## src/rtl/nec_ir_rx_if.sv

```systemverilog
// rtl/nec_ir_rx_if.sv - receiver input and decoded-frame outputs of the NEC IR decoder
interface nec_ir_rx_if;
    logic        IR;
    logic [31:0] data;
    logic        load;
    logic        rep;
    logic        err;
    logic [1:0]  state;

    modport master (input IR, output data, output load, output rep, output err, output state);
    modport slave  (output IR, input data, input load, input rep, input err, input state);
endinterface

```

## src/rtl/nec_ir_rx.sv

```systemverilog
// rtl/nec_ir_rx.sv - NEC infrared frame decoder
// Times marks/spaces of the synchronized receiver line and publishes frames, repeats and errors.
module nec_ir_rx #(
    parameter int CNT_W      = 16,
    parameter int LEAD_MARK  = 9000,
    parameter int LEAD_SPACE = 4500,
    parameter int REP_SPACE  = 2250,
    parameter int BIT_MARK   = 560,
    parameter int ZERO_SPACE = 560,
    parameter int ONE_SPACE  = 1690,
    parameter int TOL_SHIFT  = 2,
    parameter int TIMEOUT    = 12000
) (
    input  logic          clk,
    input  logic          reset_n,
    nec_ir_rx_if.master   bus
);

    typedef enum logic [1:0] {
        S_IDLE  = 2'b00,
        S_LEAD  = 2'b01,
        S_DATA  = 2'b10,
        S_TRAIL = 2'b11
    } state_t;

    state_t             st;
    logic               ir_m, ir_s, ir_d;
    logic [CNT_W-1:0]   cnt;
    logic               in_space;
    logic               repflag;
    logic               have_frame;
    logic [4:0]         bit_cnt;
    logic [31:0]        shift;
    logic [31:0]        data_r;
    logic               load_r, rep_r, err_r;

    function automatic logic in_win(input logic [CNT_W-1:0] len, input int nom);
        logic [31:0] l, lo, hi;
        l  = 32'(len);
        lo = 32'(nom - (nom >> TOL_SHIFT));
        hi = 32'(nom + (nom >> TOL_SHIFT));
        return (l >= lo) && (l <= hi);
    endfunction

    logic fall, rise, edge_any, timeout;
    logic lead_mark_ok, lead_space_ok, rep_space_ok, bit_mark_ok, zero_ok, one_ok;

    assign fall          = ir_d & ~ir_s;
    assign rise          = ~ir_d & ir_s;
    assign edge_any      = fall | rise;
    assign timeout       = 32'(cnt) >= 32'(TIMEOUT);
    assign lead_mark_ok  = in_win(cnt, LEAD_MARK);
    assign lead_space_ok = in_win(cnt, LEAD_SPACE);
    assign rep_space_ok  = in_win(cnt, REP_SPACE);
    assign bit_mark_ok   = in_win(cnt, BIT_MARK);
    assign zero_ok       = in_win(cnt, ZERO_SPACE);
    assign one_ok        = in_win(cnt, ONE_SPACE);

    assign bus.data  = data_r;
    assign bus.load  = load_r;
    assign bus.rep   = rep_r;
    assign bus.err   = err_r;
    assign bus.state = st;

    always_ff @(posedge clk or negedge reset_n) begin
        logic bad;
        if (!reset_n) begin
            st         <= S_IDLE;
            ir_m       <= 1'b1;
            ir_s       <= 1'b1;
            ir_d       <= 1'b1;
            cnt        <= '0;
            in_space   <= 1'b0;
            repflag    <= 1'b0;
            have_frame <= 1'b0;
            bit_cnt    <= '0;
            shift      <= '0;
            data_r     <= '0;
            load_r     <= 1'b0;
            rep_r      <= 1'b0;
            err_r      <= 1'b0;
        end else begin
            bad    = 1'b0;
            ir_m   <= bus.IR;
            ir_s   <= ir_m;
            ir_d   <= ir_s;
            load_r <= 1'b0;
            rep_r  <= 1'b0;
            err_r  <= 1'b0;

            if (edge_any)
                cnt <= '0;
            else if (cnt != {CNT_W{1'b1}})
                cnt <= cnt + 1'b1;

            case (st)
                S_IDLE: begin
                    // Rising edges here are leftovers of an aborted frame and are ignored.
                    if (fall) begin
                        st       <= S_LEAD;
                        in_space <= 1'b0;
                        repflag  <= 1'b0;
                    end
                end
                S_LEAD: begin
                    if (edge_any) begin
                        if (!in_space) begin
                            if (rise && lead_mark_ok) in_space <= 1'b1;
                            else                      bad = 1'b1;
                        end else if (fall && lead_space_ok) begin
                            bit_cnt  <= '0;
                            in_space <= 1'b0;
                            st       <= S_DATA;
                        end else if (fall && rep_space_ok) begin
                            repflag  <= 1'b1;
                            in_space <= 1'b0;
                            st       <= S_TRAIL;
                        end else begin
                            bad = 1'b1;
                        end
                    end else if (timeout) begin
                        bad = 1'b1;
                    end
                end
                S_DATA: begin
                    if (edge_any) begin
                        if (!in_space) begin
                            if (rise && bit_mark_ok) in_space <= 1'b1;
                            else                     bad = 1'b1;
                        end else if (fall && (zero_ok || one_ok)) begin
                            // Byte 0 lands in [31:24], each byte filled LSB first.
                            shift[{~bit_cnt[4:3], bit_cnt[2:0]}] <= one_ok;
                            in_space <= 1'b0;
                            bit_cnt  <= bit_cnt + 1'b1;
                            if (bit_cnt == 5'd31) st <= S_TRAIL;
                        end else begin
                            bad = 1'b1;
                        end
                    end else if (timeout) begin
                        bad = 1'b1;
                    end
                end
                S_TRAIL: begin
                    if (edge_any) begin
                        if (rise && bit_mark_ok) begin
                            st      <= S_IDLE;
                            repflag <= 1'b0;
                            if (repflag) begin
                                if (have_frame) rep_r <= 1'b1;
                                else            err_r <= 1'b1;
                            end else if (shift[7:0] == ~shift[15:8]) begin
                                data_r     <= shift;
                                load_r     <= 1'b1;
                                have_frame <= 1'b1;
                            end else begin
                                err_r <= 1'b1;
                            end
                        end else begin
                            bad = 1'b1;
                        end
                    end else if (timeout) begin
                        bad = 1'b1;
                    end
                end
                default: bad = 1'b1;
            endcase

            if (bad) begin
                err_r    <= 1'b1;
                st       <= S_IDLE;
                repflag  <= 1'b0;
                in_space <= 1'b0;
            end
        end
    end

endmodule

```

## src/flat_wrapper.sv

```systemverilog
// flat-port wrapper written by rule: the top's interface ports become plain ports
module nec_ir_rx_flat 
#(
    parameter int CNT_W      = 16,
    parameter int LEAD_MARK  = 9000,
    parameter int LEAD_SPACE = 4500,
    parameter int REP_SPACE  = 2250,
    parameter int BIT_MARK   = 560,
    parameter int ZERO_SPACE = 560,
    parameter int ONE_SPACE  = 1690,
    parameter int TOL_SHIFT  = 2,
    parameter int TIMEOUT    = 12000
)
  (clk, reset_n, bus_IR, bus_data, bus_load, bus_rep, bus_err, bus_state);
  nec_ir_rx_if bus_i ();
  input  logic clk;
  input  logic reset_n;
  input wire logic [$bits(bus_i.IR)-1:0] bus_IR;
  output wire logic [$bits(bus_i.data)-1:0] bus_data;
  output wire logic [$bits(bus_i.load)-1:0] bus_load;
  output wire logic [$bits(bus_i.rep)-1:0] bus_rep;
  output wire logic [$bits(bus_i.err)-1:0] bus_err;
  output wire logic [$bits(bus_i.state)-1:0] bus_state;
  assign bus_i.IR = bus_IR;
  assign bus_data = bus_i.data;
  assign bus_load = bus_i.load;
  assign bus_rep = bus_i.rep;
  assign bus_err = bus_i.err;
  assign bus_state = bus_i.state;
  nec_ir_rx #(.CNT_W(CNT_W), .LEAD_MARK(LEAD_MARK), .LEAD_SPACE(LEAD_SPACE), .REP_SPACE(REP_SPACE), .BIT_MARK(BIT_MARK), .ZERO_SPACE(ZERO_SPACE), .ONE_SPACE(ONE_SPACE), .TOL_SHIFT(TOL_SHIFT), .TIMEOUT(TIMEOUT)) u_core (.clk(clk), .reset_n(reset_n), .bus(bus_i));
endmodule
```

## config.mk

```make
export PLATFORM = sky130hd
export DESIGN_NAME = nec_ir_rx_flat
export DESIGN_NICKNAME = d
export VERILOG_FILES = /design/src/rtl/nec_ir_rx_if.sv /design/src/rtl/nec_ir_rx.sv /design/src/flat_wrapper.sv
export SDC_FILE = /design/constraint.sdc
export NUM_CORES = 1
export LEC_CHECK = 0
export BUFFER_PORTS_ARGS = -buffer_cell sky130_fd_sc_hd__buf_2
export CAP_MARGIN = 20
export CORE_UTILIZATION = 45
export DETAILED_ROUTE_END_ITERATION = 8
export PLACE_DENSITY = 0.74
export SYNTH_ARGS = -nofsm -noshare
export SYNTH_HDL_FRONTEND = slang
export SYNTH_SLANG_ARGS = --single-unit
```

## constraint.sdc

```tcl
create_clock -name clk -period 2.35 [get_ports clk]
set_input_delay 0.3525 -clock clk [delete_from_list [all_inputs] [get_ports clk]]
set_output_delay 0.3525 -clock clk [all_outputs]
set_load 0.1 [all_outputs]
```

; ---- After elaboration in Yosys (flattened, before gate mapping)
; Index checks and enable logic that the tools add are counted.
[classes]
n_lt_le_gt_ge = 13
mux = 71
addsub = 2
n_eq_ne = 24
reduce_logical = 23
bitwise_logic = 8
[op_table]
columns = cell, count
row1 = 1-bit two-way mux, 44
row2 = 32-bit bitwise mux, 1
row3 = 16-bit by 11-bit greater-or-equal comparator with 1-bit output (second input constant), 2
row4 = 16-bit by 12-bit <= comparator with 1-bit output (second input constant), 2
row5 = 16-bit two-way mux, 2
row6 = 5-bit two-way mux, 6
row7 = 3-bit by 1-bit != test with 1-bit output (second input constant), 10
row8 = 2-bit two-way mux, 12
row9 = 16-bit by 1-bit adder with 16-bit output (second input constant), 1
row10 = 16-bit by 12-bit greater-or-equal comparator with 1-bit output (second input constant), 1
row11 = 16-bit by 13-bit greater-or-equal comparator with 1-bit output (second input constant), 1
row12 = 16-bit by 14-bit greater-or-equal comparator with 1-bit output (second input constant), 1
row13 = 16-bit by 9-bit greater-or-equal comparator with 1-bit output (second input constant), 1
row14 = 16-bit by 10-bit <= comparator with 1-bit output (second input constant), 1
row15 = 16-bit by 13-bit <= comparator with 1-bit output (second input constant), 1
row16 = 16-bit by 14-bit <= comparator with 1-bit output (second input constant), 1
row17 = 16-bit != test (second input constant), 1
row18 = 2-bit by 1-bit != test with 1-bit output (second input constant), 6
row19 = 1-bit logical AND, 11
row20 = 5-bit one-hot mux with 2 select lines, 1
row21 = 10-bit AND reduction, 1
row22 = 1-bit one-hot mux with 3 select lines, 3
row23 = 8-bit == test, 1
row24 = 8-bit inverter, 1
row25 = other kinds (22), 29
[word_totals]
input_bits = 3
wordCells = 155
output_inout_bits = 37
regBits = 96

; ---- Logic depth before layout (Yosys ltp)
[depth]
ltp_word = 10
mapped_depth = 9
depth_no_buf = 9

; ---- Worst setup path after synthesis
; No wires, ideal clock.
[synth_timing]
path_kind = flip-flop to flip-flop
start = register u_core.st[0], in the netlist u_core.bus.state[0]
end = register u_core.st[0], in the netlist u_core.bus.state[0]
setup_ns = 0.094
path_slack_ns = -0.393
period_less_slack_ns = 2.743
arrival_ns = 2.649
stages_incl_launch_ff = 9
path_buffers = 0
required_ns = 2.256
cell_sequence = dfrtp_1 -> inv_1 -> ha_1 -> nor2_1 -> nor2_1 -> nor2_1 -> o21ai_0 -> or3b_1 -> a221oi_2
[synth_between]
elab_chain_cells = 4
elab_cells_between_ends = 18
cone_classes = eq/ne: 13 / mux: 3 / reduce/logical: 2
[synth_lines]
columns = item, line
row1 = "start, declared", nec_ir_rx.sv:26  ; state_t st;
row2 = "start signal, assigned", nec_ir_rx.sv:68  ; st <= S_IDLE;
row3 = "start signal, assigned", nec_ir_rx.sv:100  ; st <= S_LEAD;
row4 = "start signal, assigned", nec_ir_rx.sv:113  ; st <= S_DATA;
row5 = 2-bit == test or 2-bit by 1-bit == test with 1-bit output (tied branches), nec_ir_rx.sv:96  ; case (st)
row6 = 1-bit one-hot mux with 3 select lines, nec_ir_rx.sv:96
row7 = 4-bit by 1-bit != test with 1-bit output (no line) or 3-bit by 1-bit != test with 1-bit output (tied branches), -
row8 = 10-bit AND reduction (no line), -
; Several ways; a longest one is shown, not always the timed one.
; A chain may end at the register's enable or synchronous reset.

; ---- Final worst setup path
[layout_timing]
start = register u_core.cnt[3]
end = register u_core.bit_cnt[2]
[layout_between]
elab_chain_cells = 6
elab_cells_between_ends = 15
cone_classes = order compare: 6 / eq/ne: 2 / reduce/logical: 7
[layout_lines]
columns = item, line
row1 = "start, declared", nec_ir_rx.sv:28  ; logic [CNT_W-1:0] cnt;
row2 = "start signal, assigned", nec_ir_rx.sv:94  ; cnt <= cnt + 1'b1;
row3 = "16-bit by 9-bit greater-or-equal comparator with 1-bit output, or another cell as far along", nec_ir_rx.sv:42  ; return (l >= lo) && (l <= hi);
row4 = 1-bit logical AND, nec_ir_rx.sv:42
row5 = 1-bit logical OR, nec_ir_rx.sv:130  ; end else if (fall && (zero_ok || one_ok)) begin
row6 = 1-bit logical AND, nec_ir_rx.sv:130
row7 = 2-bit by 1-bit != test with 1-bit output (no line), -
row8 = 7-bit AND reduction (no line) *, -
row9 = "end signal, assigned", nec_ir_rx.sv:134  ; bit_cnt <= bit_cnt + 1'b1;
row10 = "end, declared", nec_ir_rx.sv:32  ; logic [4:0] bit_cnt;
; Every way passes the cells marked *; elsewhere a longest branch is shown, timed or not.

==> results.yml <==
final_layout:
  area_delta_synth_final_pct: 31.8
  nFillCells: 902
  diodes: 0
  final_nets: 637
  stdcell_count: 765
  drive_above_1_share_pct: 49.7
synthesis:
  ys.flop_type: "dfrtp_1"
  synth-edff-count: 0
  syn_area_sq_um: 5270
  yosys.cell_types.count: 66
  seq_area_frac_synth_pct: 45.7
  syn_inst: 503
  synth_nets: 523
  ys_seq_elements: 96
  ys_warn_count: 0
  syn_avg_cell_area_sq_um: 10.5
  synthArstFlopShare_pct: 100
floorplan:
  dieWidth_um: 110
  rows: 39
  io_pins: 40
  fp.dieH_um: 110
  core_sq_um: 11400
  die_area_sq_um: 12100
  initial_core_util_pct: 46.1
setup_path:
  critical_path.max_stage_delay_ns: 0.45
  critical_path_class: "register to register"
  crit_chain: "buf_6, nand4_1, or3_4, a211oi_4, nor3_2, o221ai_2, buf_4, mux2i_1, nand2_1"
  r2r-start: "u_core.cnt[3]$_DFFE_PN0P_"
  setup.worst_path.end_class: "register"
  required_ns: 2.59
  r2r-end: "u_core.bit_cnt[2]$_DFFE_PN0P_"
  cp.arrival_ns: 2.71
  r2r_slack_ns: -0.12
  cp_max_fo: 6
  start_kind: "register"
  reg2reg_depth: 9
  crit_path_top_delay_cell: "dfrtp_2"
pwr:
  clockPowerShare_pct: 32.2
  vdd_drop_max_v: 0.000660
  p_int_uw: 3020
  swShare_pct: 32.7
  power_density_nw_per_um2: 647
  total_power_uw: 4490
  share_seq_of_total_power_pct: 38.8
  combPwrFrac_pct: 29.0
  leakage_uw: 0.00332
  p_sw_uw: 1470
grt:
  grt_pass1_vias: 4186
  antenna_found_initial: 0
  grt_pass1_wl_um: 21500
  grt_max_degree: 44
  gr-total-overflow: 0
  grt_usage_pct: 23.5
clock_tree:
  clockBufferDepth: 2
  clock-sinks: 96
  htreeDepth: 3
  clock-root-buffer: "clkbuf_16"
  worstSkewPairLatency_ns: 0.35
  path_clk_slew_ns: 0.07
  cts_tree: "done"
  cts_buffers: 9
sta:
  slew_viol_final: 0
  tightest_slew_ns: 0.937
  clock.fmax_mhz: 405
  holdWs_ns: -0.00710
  finalCriticalPeriod_ns: 2.47
  finalHoldViolCount: 18
  rsz0062_at_grt: "true"
  worst_slack_ns: -0.119
  min_period_over_period_pct: 105
  setup_viol: 47
  finClkSkew_ns: 0.00755
  timing.slew.headroom_pct: 37.4
routing:
  drt-vias-per-instance: 5.70
  drt-total-wl_um: 14200
  drtIter0Drc: 380
  wl_per_cell_um: 18.6
  antenna_left: 0
  vias: 4361
  route.detailed.drc: 0
  firstDrtPassIters: 4
place:
  place_ws_ns: -0.179
  placed_cells: 728
  gp_congestion: 0.905
  portBuffers: 39
  dp_hpwl_um: 9600
outcome:
  violations: "hold timing, setup timing"
  status: "complete, but fails checks"
hold_path:
  hp-class: "primary input to asynchronous set/reset pin"
flow_run:
  maxCapViolCount: 0
-- cell families (layout without fill, tap and decap cells) --
family,Yosys count,after routing,share of synthesized area [%]
muxes,70,70,14.8
adders and majority gates,17,17,4.04
xor gates and xnor gates,17,17,2.83
and+or+nand+nor,185,185,18.8
AOI/OAI and AO/OA,68,68,9.57
DFF,96,96,45.7
buffers and inverters,50,169,4.25
-- sequential cells by signal (all words and copies together) (netlist names), 2 cells and up --
name,flops
u_core.bus.state,2
u_core.bus.data,32
u_core.cnt,16
u_core.shift,32
u_core.bit_cnt,5
-- synth_stat cells (4+ instances only) --
library cell	n	area share (%)
a21oi_1	7	0.66
a31oi_1	6	0.71
and3_1	4	0.47
and4_1	7	1.2
buf_2	14	1.3
buf_4	5	0.71
clkbuf_1	13	0.93
dfrtp_1	93	44
ha_1	17	4.0
inv_1	17	1.2
mux2_1	7	1.5
mux2_2	57	12
mux2i_1	6	1.1
nand2_1	61	4.3
nand2b_1	6	0.71
nand3_1	12	1.1
nand4_1	7	0.83
nor2_1	34	2.4
nor3_1	12	1.1
nor3b_1	4	0.57
nor4_1	6	0.71
o211ai_1	7	1.0
o21ai_0	14	1.3
o31ai_1	5	0.71
or3_1	4	0.47
xnor2_1	7	1.2
xor2_1	10	1.7
-- worst max path at each step --
stage | start | end
floorplan | u_core.ir_d$_DFF_PN1_ | u_core.bus.data[10]$_DFFE_PN0P_
global placement | u_core.cnt[9]$_DFFE_PN0P_ | u_core.shift[31]$_DFFE_PN0P_
detailed placement | u_core.cnt[3]$_DFFE_PN0P_ | u_core.shift[31]$_DFFE_PN0P_
CTS | u_core.cnt[6]$_DFFE_PN0P_ | u_core.bus.state[0]$_DFFE_PN0P_
global route | u_core.cnt[3]$_DFFE_PN0P_ | u_core.in_space$_DFFE_PN0P_
finish | u_core.cnt[3]$_DFFE_PN0P_ | u_core.bit_cnt[2]$_DFFE_PN0P_
-- metrics by stage --
stage          cell area [sq um]  setup TNS [ns]  utilization [%]
6_report                    6940           -1.55             60.8
3_5_place_dp                6080           -5.09             53.3
5_1_grt                     6940           -8.29             60.8
3_3_place_gp                6080           -3.30             53.3
2_1_floorplan               5270          -0.242                -
4_1_cts                     6530         -0.0690             57.2
-- metal layers --
| metal | wire (um) | vias to the layer above | track usage, % |
|---|---|---|---|
| li1 | - | 2025 | - |
| met1 | 6550 | 2205 | 33.0 |
| met2 | 6830 | 109 | 36.7 |
| met3 | 545 | 22 | 4.47 |
| met4 | 278 | 0 | 7.05 |
| met5 | 0 | - | 0 |
-- power by group through the flow --
stage	logic (uW)	clock network (uW)	registers, uW
after global placement	1000	0	1760
after global routing	1380	1530	1750
after detailed placement	1030	0	1770
after floorplan	537	0	1950
final	1300	1450	1740
after CTS	1120	1460	1740
-- critical path, delay by kind of cell, from the launching register on --
family / cells / cell delay, ns
DFF: 1 / 0.45
AOI/OAI and AO/OA: 2 / 0.66
and+or+nand+nor: 4 / 0.75
muxes: 1 / 0.17
buffers and inverters: 2 / 0.31
-- final cells by class --
type	count	area (sq um)	area share, %
Sequential cell	96	2420	34.8
Tap cell	143	179	2.58
Clock inverter	6	60.1	0.865
Multi-Input combinational cell	357	2990	43.0
Clock buffer	10	229	3.30
Timing Repair Buffer	135	997	14.4
Inverter	18	70.1	1.01
-- what timing repair did --
action                                  CTS  global route
endpoints found under the setup margin   73            77
setup buffers                             7            14
hold buffers                              0             0
gates resized for setup                  29            83
cloned                                    1             0
pin swaps                                 6            29
-- placed cells by master (no fill, tap or decap), types with 3 or more instances in the layout --
cell type	count
buf_4	85
dfrtp_1	85
mux2_2	56
buf_2	38
nand2_1	36
nor2_1	30
nand2_2	25
inv_1	15
ha_1	14
nand3_1	12
o21ai_0	11
xor2_1	10
clkbuf_16	9
buf_6	9
xnor2_1	7
nand4_1	7
o211ai_1	7
nor3_1	7
dfrtp_2	7
nand2b_1	6
nor3_2	6
mux2_4	6
mux2i_1	6
a21oi_1	5
nor4_4	4
nor4_2	4
nor2_2	4
and3_1	4
a31oi_1	4
nor3b_1	4
and4_4	4
o31ai_1	3
and4_1	3
a41oi_1	3
o21ai_2	3
nand4b_1	3
or3_1	3
clkinv_2	3
dfstp_2	3
Power figures use the tool's default switching activity.
